==> src/rtl/fifo_reader.sv <==
// Consumer-side reader for the synchronous FIFO: absorbs the one-cycle read
// latency in a 2-entry buffer and re-presents words on a valid/ready handshake.
module fifo_reader #(
    parameter int DATA_W = 14,
    parameter int CNT_W  = 16
) (
    input  logic              clk,
    input  logic              rst,
    input  logic              fifo_empty,
    input  logic [DATA_W-1:0] fifo_data,
    output logic              fifo_rd_en,
    output logic              out_valid,
    input  logic              out_ready,
    output logic [DATA_W-1:0] out_data,
    input  logic              flush,
    output logic [CNT_W-1:0]  word_cnt
);

    logic [DATA_W-1:0] head_q;
    logic [DATA_W-1:0] tail_q;
    logic [1:0]        cnt_q;
    logic              inflight_q;
    logic [CNT_W-1:0]  word_cnt_q;

    logic              pop;
    logic              capture;
    logic [2:0]        occ;

    // Reads are issued only while buffered plus in-flight words, minus the one
    // leaving this cycle, leave a free slot; this is what keeps cnt+inflight<=2.
    always_comb begin
        pop        = (cnt_q != 2'd0) && out_ready && !flush;
        capture    = inflight_q && !flush;
        occ        = {1'b0, cnt_q} + {2'b00, inflight_q} - {2'b00, pop};
        fifo_rd_en = !rst && !flush && !fifo_empty && (occ < 3'd2);
    end

    always_ff @(posedge clk or posedge rst) begin
        if (rst) begin
            head_q     <= '0;
            tail_q     <= '0;
            cnt_q      <= 2'd0;
            inflight_q <= 1'b0;
            word_cnt_q <= '0;
        end else if (flush) begin
            cnt_q      <= 2'd0;
            inflight_q <= 1'b0;
        end else begin
            inflight_q <= fifo_rd_en;
            word_cnt_q <= word_cnt_q + CNT_W'(pop);
            // Simultaneous capture and pop shifts the buffer so order is kept.
            case ({capture, pop})
                2'b10: begin
                    if (cnt_q == 2'd0) head_q <= fifo_data;
                    else               tail_q <= fifo_data;
                    cnt_q <= cnt_q + 2'd1;
                end
                2'b01: begin
                    head_q <= tail_q;
                    cnt_q  <= cnt_q - 2'd1;
                end
                2'b11: begin
                    if (cnt_q == 2'd1) begin
                        head_q <= fifo_data;
                    end else begin
                        head_q <= tail_q;
                        tail_q <= fifo_data;
                    end
                end
                default: begin
                end
            endcase
        end
    end

    assign out_valid = (cnt_q != 2'd0);
    assign out_data  = head_q;
    assign word_cnt  = word_cnt_q;

endmodule

==> config.mk <==
export PLATFORM = sky130hd
export DESIGN_NAME = fifo_reader
export DESIGN_NICKNAME = d
export VERILOG_FILES = /design/src/rtl/fifo_reader.sv
export SDC_FILE = /design/constraint.sdc
export NUM_CORES = 1
export LEC_CHECK = 0
export ABC_AREA = 1
export CORE_MARGIN = 1.5
export CORE_UTILIZATION = 46
export CTS_CLUSTER_SIZE = 25
export DETAILED_ROUTE_END_ITERATION = 10
export HOLD_SLACK_MARGIN = 0.03
export PLACE_DENSITY_LB_ADDON = 0.1
export SETUP_SLACK_MARGIN = 0.15
export SYNTH_ARGS = -nofsm -noshare
export SYNTH_HDL_FRONTEND = slang
export SYNTH_SLANG_ARGS = --single-unit
==> constraint.sdc <==
create_clock -name clk -period 2.6 [get_ports clk]
set_input_delay 0.52 -clock clk [delete_from_list [all_inputs] [get_ports clk]]
set_output_delay 0.52 -clock clk [all_outputs]
set_load 0.02 [all_outputs]
# After elaboration in Yosys (flattened, before gate mapping)
# Index checks and enable logic that the tools add are counted.
word_totals:
  register_bits: 47
  latch_bits: 0
  ramBits: 0
  romBits: 0
  input_bits: 19
  out_inout_bits: 32
  elab_cells: 44
  memories: 0
classes:
  addsub: 5
  multipliers: 0
  n_div: 0
  order_cmp: 1
  n_eq_ne: 7
  shift: 0
  mux: 9
  bitwise_logic: 1
  n_reduce_logical: 16
ops:
  columns: ["op", "n"]
  rows:
  - ["$mux 14", 4]
  - ["$pmux 14 s3", 1]
  - ["$pmux 14 s2", 1]
  - ["$add 16x1->16", 1]
  - ["$logic_and 1x1->1", 6]
  - ["$ne 2x2->1 const B", 3]
  - ["$reduce_bool 3->1", 2]
  - ["$eq 2x1->1 const B", 2]
  - ["$eq 2x2->1 const B", 2]
  - ["$pmux 2 s2", 1]
  - ["$reduce_and 4->1", 1]
  - ["$reduce_bool 2->1", 2]
  - ["$add 2x1->3", 1]
  - ["$logic_not 1->1", 3]
  - ["$lt 3x2->1 const B", 1]
  - ["$reduce_and 3->1", 1]
  - ["$sub 3x1->3", 1]
  - ["$add 2x1->2 const B", 1]
  - ["$logic_not 2->1", 1]
  - ["$mux 2", 1]
  - ["$sub 2x1->2 const B", 1]
  - ["$mux 1", 1]
  - ["$not 1->1", 1]

# Logic depth before layout (Yosys ltp)
# Gate-level depths: netlist (run 1).
depth:
  word_depth: 7
  mapped_depth: 14

# Worst setup path after synthesis (run 1)
# Ideal clock, no wire load.
synth_path:
  path_type: "reg-to-output"
  start: "register cnt_q[1]"
  end: "output port fifo_rd_en"
  arrival_time_ps: 2967
  t_required_ps: 2080
  slack_ps: -887
  path_stages_with_launch: 12
  path_cell_list: "dfrtp_1 -> inv_1 -> ha_1 -> inv_2 -> nand2_2 -> nor2_4 -> buf_6 -> ha_1 -> or2_2 -> fa_1 -> nand2_1 -> nor4_1"
synth_between:
  elab_chain_cells: 6
  elab_cells_between_ends: 7
  cone_classes: "add/sub: 2; order compare: 1; reduce/logical: 4"
synth_lines:
  columns: ["item", "line_no", "rtl"]
  rows:
  - ["from (decl)", "21", "logic [1:0] cnt_q;"]
  - ["from (signal assigned)", "56", "cnt_q <= cnt_q + 2'd1;"]
  - ["from (signal assigned)", "60", "cnt_q <= cnt_q - 2'd1;"]
  - ["$reduce_bool 2->1", null, null]
  - ["via out_valid", "12", "output logic out_valid,"]
  - ["$logic_and 1x1->1 (2 in series)", "32", "pop = (cnt_q != 2'd0) && out_ready && !flush;"]
  - ["$sub 3x1->3", "34", "occ = {1'b0, cnt_q} + {2'b00, inflight_q} - {2'b00, pop};"]
  - ["$lt 3x2->1", "35", "fifo_rd_en = !rst && !flush && !fifo_empty && (occ < 3'd2);"]
  - ["$logic_and 1x1->1", "35", null]
  - ["to (decl)", "11", "output logic fifo_rd_en,"]
# The timed path passes the listed nets, and every way through them passes these cells.

# Worst setup path after layout (run 1)
layout_path:
  start: "register cnt_q[1]"
  end: "output port fifo_rd_en"
layout_between:
  elab_chain_cells: 6
  elab_cells_between_ends: 7
  cone_classes: "add/sub: 2; order compare: 1; reduce/logical: 4"
layout_lines:
  columns: ["item", "line_no"]
  rows:
  - ["parallel branches: the longest is 3 deep, another holds $add 2x1->3", null]
  - ["$sub 3x1->3 *", "34"]
  - ["$lt 3x2->1 *", "35"]
  - ["$logic_and 1x1->1 *", "35"]
# Mark *: on every way between the ends.

==> impl_results.md, run 1 <==
- Pre-CTS setup slack: -1.057 ns
- Final GP Congestion: 0.8470
- Pin count of the biggest net entering global routing: 29
- Hpwl dp: between 3 and 4 mm
- Drt wl/cell: between 10 and 15 um
- CP startpoint kind: register
- Synthesized area per cell: 8.979 um2
- Nets: 358
- Yosys reg bits: 47
- Num rows: 26
- Wire length on met3: about 180 um
- Hold_buf cts: 0
- # IOs: roughly 50
- Mapped Cells: 272
- Met2 WL post-DR: between 2 and 3 mm
- Slew Limit Fails: 0
- Worst Path Arrival: 2.50 ns
- Pre-Repair DR Iteration Count: 4
- Critical setup path kind: reg -> out
- Number of setup buffers added after CTS: 0
- Yosys cell types: 28
- Crit-path max FO: 2
- Largest family of logic cells by synthesized area: simple AND/OR/NAND/NOR gates
- CP required: around 2.1 ns
- Compound-Gate Fraction of Synth Area: 0.09273
- Max Clk Rate: 331.0 MHz
- Worst-margin pin slew: 0.4913 ns
- Synth Cell Area: 0.002442 mm2
- Post-Syn Nets: about 300
- Synth area leaders: dfrtp_1 (48%), nand2_1 (10%), inv_1 (5.2%)
- XOR/XNOR Fraction of Synth Area: 0.02869
- Most frequent cells in the layout: nand2_1 (66), dfrtp_1 (47), clkdlybuf4s50_1 (47)
- CTS root buf: clkbuf_8
- Crit-path cells: inv_2 > ha_4 > inv_6 > nand2_4 > nor2_4 > ha_4 > or2_4 > fa_2 > xor2_2 > nor4_4 > buf_4
- Post-DRT Antenna Nets: 0
- Mux cell area share after synthesis: 0
- Endpoints failing setup: 1
- Highest Signal Layer: met4
- Unrepaired setup endpoints after global routing: yes
- Peak VDD IR: around 0.52 mV
- Vias in the first global route: 1916
- CTS clk-pin slew, worst paths: approximately 0.090 ns
- Tot GR Track Use: 0.1954
- Yosys top cell by area: dfrtp_1
- Diode count: 0
- CTS Buffer Depth: 2
- Port Buf Inserts: 50
- Area growth syn-to-layout: 32.07%
- Share of layout cells above drive strength 1: 0.1796
- Endpoints failing hold: 0
- Initial DRC count: 77
- Gr ovfl total: 0
- Slowest CP cell: dfrtp_1
- Outcome: finished, violations left
- Seq/Total Area, Yosys: 0.4816
- CTS tree: built
- Slew margin rel.: 0.6720
- Critical path buffer and inverter count: 3
- CP dominant cell by count: ha_4
- Synth warn: 0
- Vias/cell: approximately 4.8
- Failing checks: negative setup slack
- DRC Markers: 0
- Vias: 1944
- Class of the worst hold path: reg -> reg
- Period utilisation layout: 1.162
- Top cell type's share of synthesized area: 0.4816
- Setup_tns: -0.4208 ns
- Core area: 0.005107 mm2
- Worst-skew pair later-pin latency: 0.30 ns
- Family with the most delay on the worst path: adder cells
- Placed cell area: 0.003099 mm2
- Die Wd: 75.87 um
- H-tree levels: 2
- Final worst-path setup slack: -0.4208 ns
- Simple logic cell fraction of the synthesized area: 0.2649
- CP Capture Type: output pin
- Synth Area in Adders: 0.03381
- Design area: ~0.0032 mm2
- Initial core utilization: 0.4782
- CTS buffer count: 5
- Critical path's largest stage delay: 0.36 ns
- First-pass GRT wire length: 8.383 mm
- Die Ht: 75.87 um
- Min cycle time layout: about 3 ns
- Initial antenna violation count: 0
- Final wirelength: 5.020 mm
- PD cells: 878.9 mW/mm2
- Max-cap viol count: 0
- Die area: about 0.0058 mm2
- Commonest non-fill, non-tap cell in the layout: nand2_1
- Met1 wire length: 2.195 mm
- Final setup skew: 0.008482 ns
- P_leak: approximately 1.5 nW
- CTS Sinks: 47
## where the power goes
group | internal (mW) | switching, mW | leakage (nW)
Sequential | 0.970 | 0.146 | 0.580
Clock | 0.316 | 0.255 | 0.0618
Combinational | 0.550 | 0.598 | 0.877
Total | 1.84 | 0.999 | 1.52
## cell families after synthesis
family,Yosys count
DFF,47
and+or+nand+nor,130
AOI/OAI and AO/OA,34
adders and majority gates,6
buffers and inverters,47
xor gates and xnor gates,8
## area by class of cell
cell class	count	area, um2
clock buffers	6	82.58
clock inverters	2	38.79
fillers	445	1882
inverters	38	148.9
multi-input cells	178	1086
flip-flops and latches	47	1176
well taps	70	87.58
repair buffers	63	605.6
## metal layers
metal,global-route usage,up-vias
li1,-,991
met1,0.2429,903
met2,0.3159,37
met3,0.03968,13
met4,0.1111,0
met5,0,-
## worst min-delay path: stages (launching register included)
cell and delay (ns):
dfrtp_1 0.35, nand2_1 0.06, o21ai_2 0.05
## through the flow
| stage | std cells | util | hold slack, ns | total power, mW |
|---|---|---|---|---|
| final | 404 | 0.6316 | 0.4896 | 2.835 |
| after global placement | 396 | 0.6068 | 0.4646 | 2.244 |
| after global routing | 404 | 0.6316 | 0.5175 | 3.020 |
| after CTS | 404 | 0.6316 | 0.4924 | 2.866 |
| after floorplan | 272 | - | 0.4558 | 1.797 |
| after detailed placement | 396 | 0.6068 | 0.4692 | 2.270 |
## cells in the mapped netlist
cell,count
a31oi_1,15
inv_1,34
xor2_1,3
nor2_8,1
buf_6,6
nand2_4,2
nor2_4,4
o21ai_2,10
clkbuf_1,1
nand2_2,3
ha_1,5
nand4_1,6
nor2_1,21
buf_2,1
nor2_2,1
clkinv_2,1
fa_1,1
or2_2,1
o21ai_1,6
nand3_4,3
nor4_1,2
o21ai_0,3
inv_2,3
buf_12,1
xnor2_1,5
dfrtp_1,47
nand2_1,67
nand3_1,19
## what timing repair did
item / CTS / global route
gates cloned: 0 / 0
gates resized for setup: 10 / 0
endpoints found under the setup margin: 1 / 1
pin swaps: 4 / 0
## flip-flops by register name, indices dropped and copies added, names as in the netlist
signal,cells
word_cnt,16
inflight_q,1
tail_q,14
out_data,14
cnt_q,2
## final timing paths
kind / slack (ns) / to / cells after the start / startpoint
min in group asynchronous: 0.66 / tail_q[9]$_DFFE_PP0P_ / 2 / rst
hold / removal: 0.49 / tail_q[7]$_DFFE_PP0P_ / 2 / tail_q[7]$_DFFE_PP0P_
setup / recovery: -0.42 / fifo_rd_en / 11 / cnt_q[1]$_DFFE_PP0P_
hold reg to reg: 0.49 / tail_q[7]$_DFFE_PP0P_ / 2 / tail_q[7]$_DFFE_PP0P_
max in group asynchronous: 1.44 / tail_q[12]$_DFFE_PP0P_ / 3 / rst
setup reg to reg: 0.42 / inflight_q$_DFF_PP0_ / 10 / cnt_q[1]$_DFFE_PP0P_
Power figures use the tool's default switching activity.
==> inputs of run 2 (changes only) <==
--- a/config.mk
+++ b/config.mk
@@ -6,8 +6,10 @@
 export NUM_CORES = 1
 export LEC_CHECK = 0
 export ABC_AREA = 1
+export CELL_PAD_IN_SITES_DETAIL_PLACEMENT = 1
+export CELL_PAD_IN_SITES_GLOBAL_PLACEMENT = 1
 export CORE_MARGIN = 1.5
-export CORE_UTILIZATION = 46
+export CORE_UTILIZATION = 34
 export CTS_CLUSTER_SIZE = 25
 export DETAILED_ROUTE_END_ITERATION = 10
 export HOLD_SLACK_MARGIN = 0.03
==> run 2 against run 1 <==
Effect of this change: the flow still finishes with violations (negative setup slack); global-route usage down 3.5 points; critical path type unchanged; non-clock buffer count increased by 3; total power shrank 1.5%; worst setup slack worse by 0.027 ns; sequential power about the same; die area up 34%; fmax decreased by 0.87%; sequential share of layout area fell by 0.43 points; clock power shrank 8.6%; core utilization decreased by 16 points; wire length increased by 14%.
==> impl_results.md, run 2 (same netlist as run 1, synthesis figures left out) <==
- Outcome: finished, violations left
- Failing checks: negative setup slack
- Reg2reg setup slack: 0.36 ns (-0.06 ns)
- CP dominant cell by count: ha_4
- Slew Limit Fails: 0 (unchanged)
- Gr ovfl total: 0 (unchanged)
- Worst-margin pin slew: 0.3840 ns (-0.1073 ns)
- CTS root buf: clkbuf_8
- Crit. Startpoint: cnt_q[1]$_DFFE_PP0P_
- First-pass GRT wire length: 9.577 mm (+14%)
- R2r worst-path depth: 13 (+3)
- CTS Buffer Depth: 2 (unchanged)
- CP required: 2.08 ns (about the same)
- Fillers: 817 (+84%)
- Port Buf Inserts: 50 (unchanged)
- Crit-path cells: inv_2 > ha_4 > inv_6 > nand2_4 > nor2_4 > ha_4 > or2_4 > fa_2 > xor2_2 > nor4_4 > buf_4
- Setup_tns: -0.4474 ns (-0.02664 ns)
- Slowest CP cell: dfrtp_1
- Placed cell area: 0.003147 mm2 (+1.5%)
- CP startpoint kind: register
- DRC Markers: 0 (unchanged)
- Critical setup path kind: reg -> out
- Area growth syn-to-layout: 33.66%
- Pin count of the biggest net entering global routing: 48 (+66%)
- H-tree levels: 2 (unchanged)
- Max reg flops: 16 (unchanged)
- Worst Path Arrival: 2.53 ns (+0.03 ns)
- Die Ht: 87.76 um (+16%)
- Vias/cell: 4.516 (-6.1%)
- CP Capture Type: output pin
- Critical path's largest stage delay: 0.37 ns (about the same)
- # IOs: 51 (unchanged)
- Unrepaired setup endpoints after global routing: yes
- Hold_buf cts: 0 (unchanged)
- Overall Power: 2.792 mW (-1.5%)
- PD cells: 855.3 mW/mm2 (-2.7%)
- CTS Sinks: 47 (unchanged)
- Commonest non-fill, non-tap cell in the layout: nand2_1
- Worst-skew pair later-pin latency: 0.30 ns (about the same)
- Post-DRT Antenna Nets: 0 (unchanged)
- Final worst-path setup slack: -0.4474 ns (-0.02664 ns)
- Die area: 0.007701 mm2 (+34%)
- Peak VDD IR: 0.5123 mV (-0.99%)
- Endpoints failing setup: 1 (unchanged)
- Critical path depth in cells: 11 (unchanged)
- Initial core utilization: 0.3556 (-0.1226)
- Class of the worst hold path: reg -> reg
- CTS tree: built
- CTS clk-pin slew, worst paths: 0.08 ns (about the same)
- Pre-Repair DR Iteration Count: 4 (unchanged)
- Util after Layout: 0.4752 (-0.1563)
- Max Clk Rate: 328.1 MHz (-0.87%)
- Drt wl/cell: 13.27 um (+6.8%)
- Diode count: 0 (unchanged)
- Initial DRC count: 58 (-25%)
- Most frequent cells in the layout: nand2_1 (66), dfrtp_1 (47), clkdlybuf4s50_1 (47)
- Vias: 1951 (+0.36%)
- Final GP Congestion: 0.7634 (-9.9%)
- Core area: 0.006869 mm2 (+34%)
- CTS buffer count: 5 (unchanged)
- Hpwl dp: 4.073 mm (+12%)
- Slew margin rel.: 0.7440 (+0.07203)
- Num rows: 30 (+15%)
- Max-cap viol count: 0 (unchanged)
- Hold slack: 0.4910 ns (+0.001351 ns)
- Family with the most delay on the worst path: adder cells
- Design area: 0.003264 mm2 (+1.2%)
- Worst R2R Start: cnt_q[1]$_DFFE_PP0P_
- Final wirelength: 5.732 mm (+14%)
- Share of layout cells above drive strength 1: 0.1815 (+0.001907)
- Crit-path max FO: 3 (+1)
- Endpoints failing hold: 0 (unchanged)
- Final setup skew: 0.001778 ns (-0.006705 ns)
- Die Wd: 87.76 um (+16%)
- Min cycle time layout: 3.047 ns (+0.02664 ns)
- Initial antenna violation count: 0 (unchanged)
- Vias in the first global route: 2004 (+4.6%)
- Period utilisation layout: 1.172 (+0.01025)
- Critical path buffer and inverter count: 3 (unchanged)
- P_leak: 1.526 nW (+0.46%)
- Tot GR Track Use: 0.1607 (-0.03473)
- Nets: 361 (+0.84%)
- Reg2Reg Capture Point: word_cnt[10]$_DFFE_PP0N_
- Critical path endpoint: fifo_rd_en
## run 2: cell count changes in the layout (fill, tap and decap cells not counted), sizes merged
cell / delta
inv: -1
buf: +3
## run 2: layer usage
metal | share of wire | track usage
met1 | 0.47 | 0.2038
met3 | 0.029 | 0.03299
met5 | 0 | 0
met2 | 0.49 | 0.2783
met4 | 0.0096 | 0.04185
## run 2: how the worst min path moves through the flow
stage	from	end	slack (ns)	cells past startpoint
floorplan	tail_q[0]$_DFFE_PP0P_	tail_q[0]$_DFFE_PP0P_	0.46	2
global placement	tail_q[5]$_DFFE_PP0P_	tail_q[5]$_DFFE_PP0P_	0.47	2
detailed placement	tail_q[1]$_DFFE_PP0P_	tail_q[1]$_DFFE_PP0P_	0.48	2
CTS	tail_q[1]$_DFFE_PP0P_	tail_q[1]$_DFFE_PP0P_	0.50	2
global route	tail_q[2]$_DFFE_PP0P_	tail_q[2]$_DFFE_PP0P_	0.51	2
finish	tail_q[13]$_DFFE_PP0P_	tail_q[13]$_DFFE_PP0P_	0.49	2
## run 2: power breakdown
| part | internal (mW) | switching [mW] | leakage (nW) |
|---|---|---|---|
| logic | 0.549 | 0.605 | 0.895 |
| registers | 0.970 | 0.144 | 0.580 |
| clock network | 0.282 | 0.241 | 0.0513 |
## run 2: layout make-up
cell class | instances | area (um2) | share of cell area
inverters | 38 | 148.9 | 0.04561
multi-input cells | 178 | 1089 | 0.3335
clock inverters | 1 | 30.03 | 0.009199
well taps | 96 | 120.1 | 0.03680
flip-flops and latches | 47 | 1176 | 0.3603
repair buffers | 66 | 628.1 | 0.1924
clock buffers | 6 | 72.57 | 0.02223
## run 2: worst reg2reg max path, cell delays in order, from the launching register on
cell and delay (ns):
dfrtp_1 0.37, inv_2 0.06, ha_4 0.17, inv_6 0.06
nand2_4 0.06, nor2_4 0.11, buf_4 0.12, buf_4 0.22
ha_1 0.22, ha_1 0.23, nand3_4 0.10, nor2_4 0.20
nand2_1 0.09, xnor2_1 0.13
## run 2: what timing repair did
item | CTS | global route
setup buffers | 1 | 0
resized for setup | 9 | 1
pin swaps | 4 | 0
endpoints found under the setup margin | 1 | 2
endpoints found under the hold margin | 0 | 0
## run 2: stage by stage
step / setup WS, ns / cells
floorplan: -0.4427 / 272
CTS: -0.4576 / 432
global route: -0.5588 / 432
finish: -0.4474 / 432
detailed placement: -1.093 / 424
global placement: -1.055 / 424
==> inputs of run 3 (changes only) <==
--- a/config.mk
+++ b/config.mk
@@ -9,7 +9,7 @@
 export CELL_PAD_IN_SITES_DETAIL_PLACEMENT = 1
 export CELL_PAD_IN_SITES_GLOBAL_PLACEMENT = 1
 export CORE_MARGIN = 1.5
-export CORE_UTILIZATION = 34
+export CORE_UTILIZATION = 38
 export CTS_CLUSTER_SIZE = 25
 export DETAILED_ROUTE_END_ITERATION = 10
 export HOLD_SLACK_MARGIN = 0.03
==> constraint.sdc (replaced) <==
create_clock -name clk -period 3.03 [get_ports clk]
set_input_delay 0.606 -clock clk [delete_from_list [all_inputs] [get_ports clk]]
set_output_delay 0.606 -clock clk [all_outputs]
set_load 0.02 [all_outputs]
==> run 3 against run 2 <==
Effect of this change: the flow still finishes with violations (negative setup slack); flip-flop and latch count did not move; combinational power shrank 12%; sequential share of layout area grew 0.17 points; worst setup slack improved by 0.37 ns.
==> impl_results.md, run 3 (same netlist as run 1, synthesis figures left out) <==
- Outcome: finished, violations left
- Failing checks: negative setup slack
- H-tree levels: 2 (unchanged)
- Period utilisation layout: 1.026
- Unrepaired setup endpoints after global routing: yes
- Min cycle time layout: 3.107 ns
- Num rows: 29 (-3.3%)
- Overall Power: 2.395 mW (-14%)
- Die Wd: 83.17 um (-5.2%)
- CTS tree: built
- Hold slack: 0.4883 ns (-0.002619 ns)
- Pre-Repair DR Iteration Count: 4 (unchanged)
- Sw Ratio: 0.3613 (+0.006551)
- Sw power: 0.8653 mW (-13%)
- P_leak: 1.532 nW (+0.40%)
- Setup_tns: -0.07734 ns (+0.3701 ns)
- CP startpoint kind: register
- Commonest non-fill, non-tap cell in the layout: nand2_1
- Grt met3 use: 0.03877 (+0.005780)
- Initial DRC count: 28 (-52%)
- Drt wl/cell: 13.60 um (+2.5%)
- Endpoints failing hold: 0 (unchanged)
- Nets: 364 (+0.83%)
- Endpoints failing setup: 1 (unchanged)
- Initial antenna violation count: 0 (unchanged)
- Pre-CTS setup slack: -0.7911 ns (+0.3022 ns)
- Peak VDD IR: 0.3673 mV (-28%)
- First-pass GRT wire length: 9.922 mm (+3.6%)
- Max-cap viol count: 0 (unchanged)
- Post-DRT Antenna Nets: 0 (unchanged)
- Sequential fraction of design power: 0.401 (+0.002)
- Final worst-path setup slack: -0.07734 ns (+0.3701 ns)
- Crit-path max FO: 2 (-1)
- # IOs: 51 (unchanged)
- Worst-margin pin slew: 0.3839 ns (-0.00008774 ns)
- Max Clk Rate: 321.8 MHz
- Worst Path Arrival: 2.50 ns (-0.03 ns)
- Crit-path cells: inv_2 > ha_4 > clkinv_4 > nand2_4 > nor2_4 > ha_4 > or2_4 > fa_2 > xor2_2 > nor4_4 > buf_4
- CP dominant cell by count: ha_4
- Class of the worst hold path: reg -> reg
- Pin count of the biggest net entering global routing: 29 (-40%)
- Final wirelength: 5.673 mm (-1.0%)
- Hold Crit Start: tail_q[3]$_DFFE_PP0P_
- Critical path buffer and inverter count: 3 (unchanged)
- CTS root buf: clkbuf_8
- Gr ovfl total: 0 (unchanged)
- GRT busiest layer: met2
- Crit. Startpoint: cnt_q[0]$_DFFE_PP0P_
- CP Capture Type: output pin
- Worst-skew pair later-pin latency: 0.30 ns (about the same)
- CTS buffer count: 5 (unchanged)
- Worst R2R Start: cnt_q[0]$_DFFE_PP0P_
- Hpwl dp: 4.091 mm (+0.46%)
- PD cells: 737.0 mW/mm2 (-14%)
- Slew margin rel.: 0.7441 (about the same)
- Port Buf Inserts: 50 (unchanged)
- CTS Buffer Depth: 2 (unchanged)
- DRC Markers: 0 (unchanged)
- Design area: 0.003249 mm2 (-0.46%)
- Int Pwr: 1.529 mW (-15%)
- Slew Limit Fails: 0 (unchanged)
- CP required: 2.42 ns (+0.34 ns)
- Area growth syn-to-layout: 33.04%
- Grt met1 use: 0.2073 (+0.003537)
- Core area: 0.006277 mm2 (-8.6%)
- Die Ht: 83.17 um (-5.2%)
- Placed cell area: 0.003103 mm2 (-1.4%)
- Final std cells w/o fill: 417 (-3.5%)
- Share of layout cells above drive strength 1: 0.1941 (+0.01257)
- Most frequent cells in the layout: nand2_1 (66), dfrtp_1 (47), clkdlybuf4s50_1 (47)
- Diode count: 0 (unchanged)
- Initial core utilization: 0.3891 (+0.03352)
- Final GP Congestion: 0.7157 (-6.2%)
- Final setup skew: 0.005302 ns (+0.003525 ns)
- Util after Layout: 0.5176 (+0.04241)
- Tot GR Track Use: 0.1765 (+0.01582)
- Met2 GRT Util: 0.3252 (+0.04692)
- Vias in the first global route: 2147 (+7.1%)
- Family with the most delay on the worst path: adder cells
- Critical setup path kind: reg -> out
- Vias/cell: 4.832 (+7.0%)
- Critical path's largest stage delay: 0.40 ns (+0.03 ns)
- Slowest CP cell: dfrtp_1
- CTS clk-pin slew, worst paths: 0.09 ns (about the same)
- Combinational share of power: 0.424 (+0.011)
- Clock share of power: 0.176 (-0.011)
- Placed insts: 404 (-4.7%)
- Vias: 2015 (+3.3%)
- Die area: 0.006917 mm2 (-10%)
- Max reg flops: 16 (unchanged)
- Hold_buf cts: 0 (unchanged)
- CTS Sinks: 47 (unchanged)
-- run 3: changes by cell type in the layout (fill, tap and decap cells not counted), sizes merged --
cell      delta
inv          -1
clkinvlp     +1
clkinv       +1
bufinv       -1
buf          +3
clkbuf       +1
-- run 3: layout make-up --
class / instances / area (um2)
Fill cell: 737 / 3028
Inverter: 38 / 148.9
Tap cell: 77 / 96.34
Timing Repair Buffer: 69 / 638.1
Clock inverter: 1 / 7.507
Multi-Input combinational cell: 178 / 1086
Sequential cell: 47 / 1176
Clock buffer: 7 / 96.34
-- run 3: what timing repair did --
action / 4_1_cts / 5_1_grt
endpoints found under the setup margin: 1 / 1
setup buffers: 5 / 0
gates resized for setup: 10 / 1
pin swaps: 5 / 0
-- run 3: power by group through the flow --
stage	Combinational (mW)	Clock, mW	Sequential (mW)
2_1_floorplan	0.449	0	1.09
3_3_place_gp	0.964	0	0.963
3_5_place_dp	0.991	0	0.972
4_1_cts	1.03	0.438	0.960
5_1_grt	1.11	0.452	0.985
6_report	1.01	0.421	0.959
-- run 3: worst paths after layout --
path / to / slack, ns / cells past startpoint
min: tail_q[3]$_DFFE_PP0P_ / 0.49 / 2
max reg2reg: inflight_q$_DFF_PP0_ / 0.75 / 11
min in group asynchronous: inflight_q$_DFF_PP0_ / 0.71 / 2
min reg2reg: tail_q[3]$_DFFE_PP0P_ / 0.49 / 2
max: fifo_rd_en / -0.08 / 11
max in group asynchronous: tail_q[13]$_DFFE_PP0P_ / 1.73 / 3
-- run 3: routing by layer --
metal / vias to the layer above / part of all wire
met5: - / 0
met3: 4 / 0.038
met4: 0 / 0.0088
met2: 35 / 0.51
met1: 970 / 0.44
li1: 1006 / -
-- run 3: worst min-delay path, delay by kind of cell (launching register included) --
family | cells | cell delay, ns
simple gates | 1 | 0.06
flops | 1 | 0.35
compound gates | 1 | 0.05
